### config.mk
export PLATFORM = sky130hd
export DESIGN_NAME = popcount_frame_packer
export DESIGN_NICKNAME = d
export VERILOG_FILES = /design/src/rtl/pc_pkg.sv /design/src/rtl/popcount_frame_packer.sv
export SDC_FILE = /design/constraint.sdc
export NUM_CORES = 1
export LEC_CHECK = 0
export BUFFER_PORTS_ARGS = -buffer_cell sky130_fd_sc_hd__buf_2
export CORE_MARGIN = 2
export CORE_UTILIZATION = 47
export DETAILED_ROUTE_END_ITERATION = 8
export PLACE_DENSITY_LB_ADDON = 0.2
export SYNTH_ARGS = -nofsm -noshare
export SYNTH_HDL_FRONTEND = slang
export SYNTH_SLANG_ARGS = --single-unit
### constraint.sdc
create_clock -name clk -period 3.9 [get_ports clk]
set_clock_uncertainty 0.05 [all_clocks]
set_input_delay 0.78 -clock clk [delete_from_list [all_inputs] [get_ports clk]]
set_output_delay 0.78 -clock clk [all_outputs]
set_load 0.1 [all_outputs]
### src/rtl/pc_pkg.sv
// Shared constants and state encoding for the popcount frame packer.
package pc_pkg;

    localparam int PC_IN_W  = 8;
    localparam int PC_VEC_W = 255;
    localparam int PC_BEATS = 32;
    localparam int PC_IDX_W = 5;

    typedef enum logic {
        FILL = 1'b0,
        HOLD = 1'b1
    } pc_state_t;

endpackage

### src/rtl/popcount_frame_packer.sv
// Packs up to 32 byte beats into a 255-bit vector for the downstream popcount stage,
// holding the frame on a valid/ready handshake until the consumer takes it.
module popcount_frame_packer
    import pc_pkg::*;
#(
    parameter int IN_W  = PC_IN_W,
    parameter int VEC_W = PC_VEC_W
) (
    input  logic             clk,
    input  logic             rst_n,
    input  logic [IN_W-1:0]  s_data,
    input  logic             s_valid,
    input  logic             s_last,
    output logic             s_ready,
    output logic [VEC_W-1:0] out_vec,
    output logic             out_valid,
    input  logic             out_ready,
    output logic             out_short
);

    pc_state_t             state;
    pc_state_t             state_nxt;
    logic [PC_IDX_W-1:0]   beat_idx;
    logic                  armed;
    logic [VEC_W-1:0]      vec;
    logic [VEC_W-1:0]      vec_nxt;
    logic [VEC_W:0]        lanes;
    logic                  short_q;
    logic                  accept;
    logic                  last_beat;
    logic                  close;

    // armed keeps s_ready low until the first edge after reset release
    assign s_ready   = armed & (state == FILL);
    assign out_valid = (state == HOLD);
    assign out_vec   = vec;
    assign out_short = short_q;

    assign accept    = s_valid & s_ready;
    assign last_beat = (beat_idx == PC_IDX_W'(PC_BEATS - 1));
    assign close     = accept & (s_last | last_beat);

    // Byte-lane write on a 256-bit scratch so beat 31 bit 7 simply falls off the top
    always_comb begin
        lanes = {1'b0, vec};
        if (accept) begin
            if (beat_idx == '0) begin
                lanes[VEC_W:IN_W] = '0;
            end
            lanes[{beat_idx, 3'b000} +: IN_W] = s_data;
        end
        vec_nxt = lanes[VEC_W-1:0];
    end

    always_comb begin
        state_nxt = state;
        case (state)
            FILL: if (close)     state_nxt = HOLD;
            HOLD: if (out_ready) state_nxt = FILL;
        endcase
    end

    always_ff @(posedge clk or negedge rst_n) begin
        if (!rst_n) begin
            state    <= FILL;
            beat_idx <= '0;
            vec      <= '0;
            short_q  <= 1'b0;
            armed    <= 1'b0;
        end else begin
            state <= state_nxt;
            armed <= 1'b1;
            vec   <= vec_nxt;
            if (accept) begin
                beat_idx <= close ? '0 : beat_idx + PC_IDX_W'(1);
            end
            if (close) begin
                short_q <= s_last & ~last_beat;
            end
        end
    end

endmodule
==> impl_metrics.toml, run 1 <==
[timing]
worst_pin_slew_ps = 932.3
maxSlewHeadroom_pct = 37.85
fin_hold_ws_ps = 276.7
fin_tns_setup_ps = 0
fin_crit_sh_pct = 84.07
report.final.slew_viol_count = 0
finalSetupViolCount = 0
rsz0062_at_grt = "no"
hold_viol = 0
fmax_ghz = 0.3050
min_period_ps = 3279
setup_ws_ps = 621.1

[detailed_routing]
drc = 0
vias = 8434
wl_per_cell_um = 19.70
antenna_left = 0
dr.pass1.iters = 5
wl_mm = 31.06
drtIter0Drc = 414
via_per_inst = 5.348

[clocking]
cts_tree = "done"
cts_hold_buffers = 0
cts_sinks = 263
worst_skew_pair.late_latency_ps = 530
clock_path_buffers = 3
path_clk_slew_ps = 60
cts_setup_buffers = 0
post_cts_resized = 0
clock-root-buffer = "clkbuf_16"
htreeDepth = 1
numCtsBuffers = 28

[cells_and_area]
final_common_cell = "buf_2"
design_area_um2 = 13780
final_cell_mix = "buf_2 (269), dfrtp_1 (263), nand2_1 (221)"
nets = 1255
drive_gt1_share_pct = 30.15
area.growth.synth_to_final_pct = 24.19

[worst_setup_path]
critPathTopFamily = "simple AND/OR/NAND/NOR gates"
cp-start-kind = "register"
startpoint = "beat_idx[1]"
worstPathRequired_ps = 4300
crit_path_top_delay_cell = "nor2_2"
worst-path-max-fanout = 13
crit_chain = "inv_1 > ha_1 > nor3b_1 > ha_1 > a21boi_1 > nand3_1 > nor2_2 > mux2i_1"
crit_buf_inv = 1
cp.arrival_ps = 3670
cpPeakStageDelay_ps = 610
worstSetupPathType = "register to register"
crit_top_cell = "ha_1"
r2r_start = "beat_idx[1]"
endpoint_kind = "register"

[floorplanning]
die_h_um = 157.7
rows = 56
die-area_um2 = 24860
io_pins = 271
coreArea_um2 = 23330
initial_core_util_pct = 47.57
die_w_um = 157.7

[global_routing]
grt_max_degree = 184
grt_pass1_wl_mm = 47.73
antenna_found_initial = 1
grt-ovfl-total = 0
grt_use_total_pct = 24.65
grt_pass1_vias = 8275

[synth]
syn_nets = 995
synth_seq_cells = 263
synth-simple-area-share_pct = 14.27
ys_seq_area_share_pct = 59.30
syn_inst = 975
async_reset_ff_share_pct = 100.0
synthAdderAreaFrac_pct = 0.7892
synth.cell_area_um2 = 11100
synth.distinct_cells = 49
synthXorXnorAreaFrac_pct = 0.1578
synth_top_family_by_area = "simple AND/OR/NAND/NOR gates"
ys.flop_type = "dfrtp_1"
synth-compound-area-share_pct = 10.34
synth_enable_flop_cells = 0
ys_warn_count = 0
yosys-mux-area-fraction_pct = 12.78
syn_avg_cell_area_um2 = 11.38

[min_path]
hp-class = "primary input to asynchronous set/reset pin"

[placed_design]
gp_congestion = 0.8414
placed_area_um2 = 12760
port_buffers = 270
dpl.hpwl_mm = 21.38
pre_cts_ws_ps = 631.0

[pwr]
total_power_mw = 7.407
peakVddDrop_mv = 0.3282
cellPowerDensity_nw_per_um2 = 537.4
p_leak_nw = 6.851

[job]
max_cap_viol_count = 0

[status]
outcome = "finished, final reports clean"
==> report_power, final <==
group / internal (mW) / leakage [nW] / total [mW] / switching (mW)
logic: 0.274 / 2.70 / 1.64 / 1.37
registers: 2.82 / 3.66 / 2.88 / 0.0606
clock network: 1.78 / 0.498 / 2.88 / 1.10
total: 4.87 / 6.85 / 7.41 / 2.53
==> flip-flops by register name, summed over array words and instances (netlist names) <==
register / count
out_vec: 255
beat_idx: 5
armed: 1
out_short: 1
out_valid: 1
==> through the flow <==
stage	cells	util (%)
after floorplan	975	-
after global placement	1524	54.70
after detailed placement	1524	54.70
after CTS	1576	59.06
after global routing	1576	59.06
final	1577	59.07
==> cell usage after synthesis, types with 2 or more instances <==
| master | instances | share of area (%) |
|---|---|---|
| dfrtp_1 | 263 | 59 |
| nand2_1 | 222 | 7.5 |
| mux2i_1 | 135 | 12 |
| a22o_1 | 64 | 5.1 |
| o21ai_0 | 53 | 2.4 |
| nand3_1 | 46 | 2.1 |
| nor2_1 | 26 | 0.88 |
| clkbuf_1 | 24 | 0.81 |
| buf_2 | 22 | 0.99 |
| nor2_2 | 10 | 0.56 |
| nor2_4 | 10 | 1.0 |
| and2_1 | 8 | 0.45 |
| ha_1 | 7 | 0.79 |
| o21ai_1 | 7 | 0.32 |
| inv_1 | 6 | 0.20 |
| mux2_2 | 6 | 0.61 |
| a21oi_1 | 5 | 0.23 |
| o21ai_2 | 5 | 0.39 |
| or3_1 | 5 | 0.28 |
| a21oi_2 | 4 | 0.32 |
| and3_1 | 4 | 0.23 |
| nor3_1 | 4 | 0.18 |
| o21ai_4 | 4 | 0.59 |
| buf_1 | 3 | 0.10 |
| nor2b_1 | 3 | 0.17 |
| a31oi_4 | 2 | 0.38 |
| and3b_1 | 2 | 0.16 |
| buf_4 | 2 | 0.14 |
| nand3b_1 | 2 | 0.14 |
| nor3b_1 | 2 | 0.14 |
==> metal layers <==
| layer | vias to the layer above | part of all wire [%] | wire length, um | track usage (%) |
|---|---|---|---|---|
| met5 | - | 0.023 | 7 | 0 |
| met4 | 2 | 2.0 | 618 | 5.801 |
| met3 | 47 | 7.0 | 2169 | 5.448 |
| met2 | 288 | 46 | 14370 | 38.24 |
| met1 | 4202 | 45 | 13900 | 35.52 |
| li1 | 3895 | - | - | - |
==> kinds of logic (layout without fill, tap and decap cells) <==
| group | after synthesis | count (layout) |
|---|---|---|
| fa+ha+maj | 7 | 7 |
| flops | 263 | 263 |
| other cells | 1 | 2 |
| buf+inv | 59 | 341 |
| mux | 141 | 141 |
| compound gates | 151 | 151 |
| xor+xnor | 2 | 2 |
| simple gates | 351 | 351 |
==> path summary, 6_finish.rpt <==
kind | endpoint | slack (ps) | depth (start not counted)
setup / recovery | out_vec[58] | 620 | 8
hold / removal | out_vec[90] | 280 | 1
setup reg to reg | out_vec[58] | 620 | 8
hold reg to reg | out_vec[1] | 430 | 2
max in group asynchronous | out_vec[214] | 2690 | 2
min in group clk | out_valid | 380 | 2
==> layout make-up <==
type / instances / area, um^2
timing repair buffer: 282 / 1489
inverter: 7 / 26.28
antenna: 1 / 2.502
tap: 319 / 399.1
clock buffer: 36 / 802.0
clock inverter: 16 / 216.5
fill: 2069 / 9549
multi-input combinational: 653 / 4267
sequential: 263 / 6581
(Power assumes the default switching activity.)
==> run 2: changes to the inputs <==
==> constraint.sdc (replaced) <==
create_clock -name clk -period 3.1 [get_ports clk]
set_clock_uncertainty 0.05 [all_clocks]
set_input_delay 0.62 -clock clk [delete_from_list [all_inputs] [get_ports clk]]
set_output_delay 0.62 -clock clk [all_outputs]
set_load 0.1 [all_outputs]
==> run 2 against run 1 <==
Compared with the run above: sequential power up 25%; die area did not move; setup slack lost 380 ps; utilization rose by 0.54 points; clock power rose by 32%; routed wire length up 1.4%; register-to-register slack got worse by 380 ps; critical path depth is the same; count of clock-buffer cells in the layout shrank 1; final area grew 0.91%; non-clock buffer count is 10 higher; via count increased by 1.2%.
==> impl_metrics.toml, run 2 (synthesis results as in run 1) <==
[status]
outcome = "finished, final reports clean"

[floorplanning]
die_w_um = 157.7
coreArea_um2 = 23330
die_h_um = 157.7
initial_core_util_pct = 47.57
io_pins = 271
die-area_um2 = 24860
rows = 56

[detailed_routing]
drc = 0
antenna_left = 0
via_per_inst = 5.372
dr.pass1.iters = 5
drtIter0Drc = 434
wl_per_cell_um = 19.83
wl_mm = 31.49
vias = 8531

[cells_and_area]
drive_gt1_share_pct = 30.70
area.growth.synth_to_final_pct = 25.32
nets = 1265
instances_no_fill = 1588
largest_reg_flops = 255
regArea_um2 = 6581
fin_util_pct = 59.61
final_cell_mix = "buf_2 (269), dfrtp_1 (263), nand2_1 (221)"
n_fill_cell = 2024
multi_input_area_um2 = 4277
final_common_cell = "buf_2"

[timing]
fin_tns_setup_ps = 0
setup_ws_ps = 244.7
finalSetupViolCount = 0
report.final.slew_viol_count = 0
fin_crit_sh_pct = 92.11
hold_viol = 0
worst_pin_slew_ps = 1035
maxSlewHeadroom_pct = 30.98
rsz0062_at_grt = "no"
min_period_ps = 2855
fmax_ghz = 0.3502

[job]
max_cap_viol_count = 0

[worst_setup_path]
cpPeakStageDelay_ps = 490
reg2reg_slack_ps = 240
endpoint_kind = "register"
reg2reg_depth = 8
worstPathRequired_ps = 3490
worst-path-max-fanout = 8
cp.arrival_ps = 3250
worstSetupPathType = "register to register"
crit_chain = "inv_1 > ha_1 > nor3b_1 > ha_1 > a21oi_1 > nand2_1 > nor2_2 > mux2i_1"
cp-start-kind = "register"
crit_top_cell = "ha_1"
timing.rr.end = "out_vec[165]"
r2r_start = "beat_idx[1]"
crit_path_top_delay_cell = "nor2_2"

[global_routing]
antenna_found_initial = 2
grt_use_met3_pct = 4.763
grt-ovfl-total = 0
grt_max_degree = 104
grt_pass1_vias = 8423
grt_pass1_wl_mm = 48.34
grt-busiest-layer = "met2"
use_met1_pct = 35.75
grt_use_total_pct = 25.06
use_met2_pct = 39.11

[placed_design]
dpl.hpwl_mm = 21.71
gp_congestion = 0.8573
pre_cts_ws_ps = 253.3
port_buffers = 270
dp.cells = 1534

[clocking]
cts_sinks = 263
numCtsBuffers = 28
worst_skew_pair.late_latency_ps = 540
htreeDepth = 1
cts_setup_buffers = 0
path_clk_slew_ps = 70
clock-root-buffer = "clkbuf_16"
cts_tree = "done"
clock_path_buffers = 3

[pwr]
p_leak_nw = 6.928
cellPowerDensity_nw_per_um2 = 684.9
peakVddDrop_mv = 0.3618

[min_path]
hp-class = "primary input to asynchronous set/reset pin"
-- run 2: cell count changes in the layout (fill, tap and decap cells not counted), sizes merged --
cell / change
clkbuf: -1
buf: +10
bufinv: +2
clkinvlp: -3
clkinv: +2
diode: +1
-- run 2: stage by stage --
step | hold WS (ps) | total power [mW] | area [um^2]
5_1_grt | 44.33 | 9.832 | 13910
2_1_floorplan | 274.4 | 5.220 | 11100
6_report | 5.940 | 9.526 | 13910
4_1_cts | 29.30 | 9.578 | 13890
3_5_place_dp | 421.1 | 5.787 | 12840
3_3_place_gp | 412.7 | 5.768 | 12840
-- run 2: worst max path at each step --
stage | from | slack (ps) | end | cells after the start
floorplan | beat_idx[0] | 70 | out_vec[28] | 11
global placement | beat_idx[1] | 410 | out_vec[15] | 8
detailed placement | beat_idx[1] | 250 | out_vec[46] | 8
CTS | beat_idx[1] | 180 | out_vec[45] | 8
global route | beat_idx[1] | 50 | out_vec[165] | 8
finish | beat_idx[1] | 240 | out_vec[165] | 8
-- run 2: critical path, delay by kind of cell, from the launching register on --
family / cells / cell delay [ps]
DFF: 1 / 380
AOI/OAI and AO/OA: 1 / 300
buffers and inverters: 1 / 110
adders and majority gates: 2 / 590
and+or+nand+nor: 3 / 1050
muxes: 1 / 260
-- run 2: layout make-up --
type	count	area share, %
Antenna cell	2	0.03598
Clock buffer	35	5.668
Clock inverter	17	1.925
Inverter	7	0.1889
Multi-Input combinational cell	653	30.75
Sequential cell	263	47.32
Tap cell	319	2.870
Timing Repair Buffer	292	11.25
-- run 2: per-layer routing --
layer | up-vias | routed length [um] | part of all wire, %
li1 | 3920 | - | -
met1 | 4246 | 13910 | 44
met2 | 313 | 14530 | 46
met3 | 50 | 2218 | 7.0
met4 | 2 | 814 | 2.6
met5 | - | 13 | 0.041
-- run 2: repair_timing --
item / in CTS / in global routing
resized for setup: 0 / 2
hold buffers: 0 / 0
endpoints found under the setup margin: 0 / 1
-- run 2: where the power goes --
group / internal, mW / leakage, nW / switching [mW]
clock network: 2.38 / 0.527 / 1.42
logic: 0.361 / 2.75 / 1.76
registers: 3.55 / 3.66 / 0.0644
total: 6.29 / 6.93 / 3.24
==> run 3: changes to the inputs <==
--- a/config.mk
+++ b/config.mk
@@ -6,7 +6,6 @@
 export NUM_CORES = 1
 export LEC_CHECK = 0
 export BUFFER_PORTS_ARGS = -buffer_cell sky130_fd_sc_hd__buf_2
-export CORE_MARGIN = 2
 export CORE_UTILIZATION = 47
 export DETAILED_ROUTE_END_ITERATION = 8
 export PLACE_DENSITY_LB_ADDON = 0.2
==> run 3 against run 2 <==
Compared with the run above: flip-flop and latch count stayed put; clock power is 4% lower; sequential share of layout area is 0.34 points higher; die area is 2.5% lower; critical path depth stayed put; critical path type unchanged; fmax is 3.6% lower; combinational power hardly changed; utilization is 0.65 points higher; setup slack worse by 110 ps; count of clock-buffer cells in the layout is 2 higher; first-iteration DRC count is 15% higher; highest routed layer unchanged.
==> impl_metrics.toml, run 3 (synthesis results as in run 1) <==
[detailed_routing]
wl_met3_mm = 1.886
vias = 8427
antenna_left = 0
wl_mm = 30.57
dr.pass1.iters = 5
top_layer_used = "met5"
routed-wl-met2_mm = 14.23
wl_per_cell_um = 19.43
drtIter0Drc = 497
wl_met1_mm = 13.73
via_per_inst = 5.357
drc = 0

[clocking]
cts_sinks = 263
cts_hold_buffers = 0
htreeDepth = 1
clock-root-buffer = "clkbuf_16"
path_clk_slew_ps = 70
clock_path_buffers = 3
post_cts_resized = 0
cts_tree = "done"
worst_skew_pair.late_latency_ps = 540
cts_setup_buffers = 0
numCtsBuffers = 28

[floorplanning]
initial_core_util_pct = 48.43
die_h_um = 155.7
coreArea_um2 = 22920
die_w_um = 155.7
io_pins = 271
die-area_um2 = 24230
rows = 55

[global_routing]
grt-ovfl-total = 0
grt_max_degree = 99
grt_pass1_wl_mm = 47.27
grt_pass1_vias = 8304
grt_use_total_pct = 25.02
antenna_found_initial = 2

[worst_setup_path]
cp-endpoint = "out_vec[11]"
crit_path_top_delay_cell = "nor2_2"
timing.rr.end = "out_vec[11]"
reg2reg_depth = 8
cp.arrival_ps = 3360
worstSetupPathType = "register to register"
cpPeakStageDelay_ps = 590
cp-start-kind = "register"
crit_top_cell = "ha_1"
worst-path-max-fanout = 8
r2r_start = "beat_idx[0]"
worstPathRequired_ps = 3500
endpoint_kind = "register"
startpoint = "beat_idx[0]"
reg2reg_slack_ps = 140
crit_chain = "inv_1 > ha_1 > nor3b_1 > ha_1 > a21boi_1 > nand3_1 > nor2_2 > mux2i_1"

[cells_and_area]
final_common_cell = "buf_2"
area.growth.synth_to_final_pct = 24.43
nets = 1261
final_cell_mix = "buf_2 (269), dfrtp_1 (263), nand2_1 (221)"
largest_reg_flops = 255
drive_gt1_share_pct = 30.02
design_area_um2 = 13810

[timing]
setup_ws_ps = 138.1
worst_pin_slew_ps = 1040
fmax_ghz = 0.3376
min_period_ps = 2962
report.final.slew_viol_count = 0
fin_tns_setup_ps = 0
finalSetupViolCount = 0
fin_crit_sh_pct = 95.55
hold_viol = 0
maxSlewHeadroom_pct = 30.69
rsz0062_at_grt = "yes"

[pwr]
cellPowerDensity_nw_per_um2 = 676.2
p_leak_nw = 6.867
peakVddDrop_mv = 0.4975

[placed_design]
dpl.hpwl_mm = 21.14
port_buffers = 270
gp_congestion = 0.8451
pre_cts_ws_ps = 283.1
placed_area_um2 = 12800

[job]
max_cap_viol_count = 0

[min_path]
hp-class = "primary input to asynchronous set/reset pin"

[status]
outcome = "finished, final reports clean"
## run 3: changes by cell type in the layout (fill, tap and decap cells not counted)
cell,delta
buf_4,-4
bufinv_16,-1
clkbuf_1,+3
clkbuf_8,-1
clkinv_2,-6
clkinv_4,-2
clkinv_8,+1
clkinvlp_4,+2
diode_2,-1
nor2_2,+2
nor2_4,-2
## run 3: layer usage
metal | vias to the layer above | GRT usage (%)
met4 | 2 | 6.536
met3 | 53 | 5.083
met2 | 272 | 39.70
met5 | - | 0
met1 | 4201 | 35.14
li1 | 3899 | -
## run 3: how the worst min path moves through the flow
stage	start	slack, ps	endpoint	depth (start not counted)
after global placement	out_vec[1]	410	out_vec[1]	2
after floorplan	rst_n	270	armed	0
after CTS	rst_n	30	out_vec[31]	1
after global routing	rst_n	50	out_vec[95]	1
final	rst_n	30	out_vec[95]	1
after detailed placement	out_vec[1]	420	out_vec[1]	2
## run 3: through the flow
step                power, mW  hold slack [ps]  instances  util, %
finish                  9.338            25.78       1573    60.26
global route            9.647            53.88       1573    60.26
CTS                     9.400            34.97       1572    60.25
floorplan               5.220            274.4        975        -
detailed placement      5.765            419.3       1524    55.86
global placement        5.753            412.6       1524    55.86
## run 3: worst max-delay path, delay by kind of cell (launching register included)
family | cells | cell delay, ps
buffers and inverters | 1 | 100
AO/OA/AOI/OAI | 1 | 240
AND/OR/NAND/NOR | 3 | 1290
multiplexers | 1 | 260
adder cells (fa/ha/maj) | 2 | 530
flip-flops | 1 | 380
## run 3: cell type report
class	count	area [um^2]
Clock inverter	11	221.5
Fill cell	1951	9106
Inverter	7	26.28
Multi-Input combinational cell	653	4267
Sequential cell	263	6581
Tap cell	313	391.6
Clock buffer	37	785.8
Antenna cell	1	2.502
Timing Repair Buffer	288	1534
## run 3: power by group
part / switching (mW) / internal, mW
combinational: 1.74 / 0.357
clock: 1.36 / 2.27
sequential: 0.0656 / 3.55
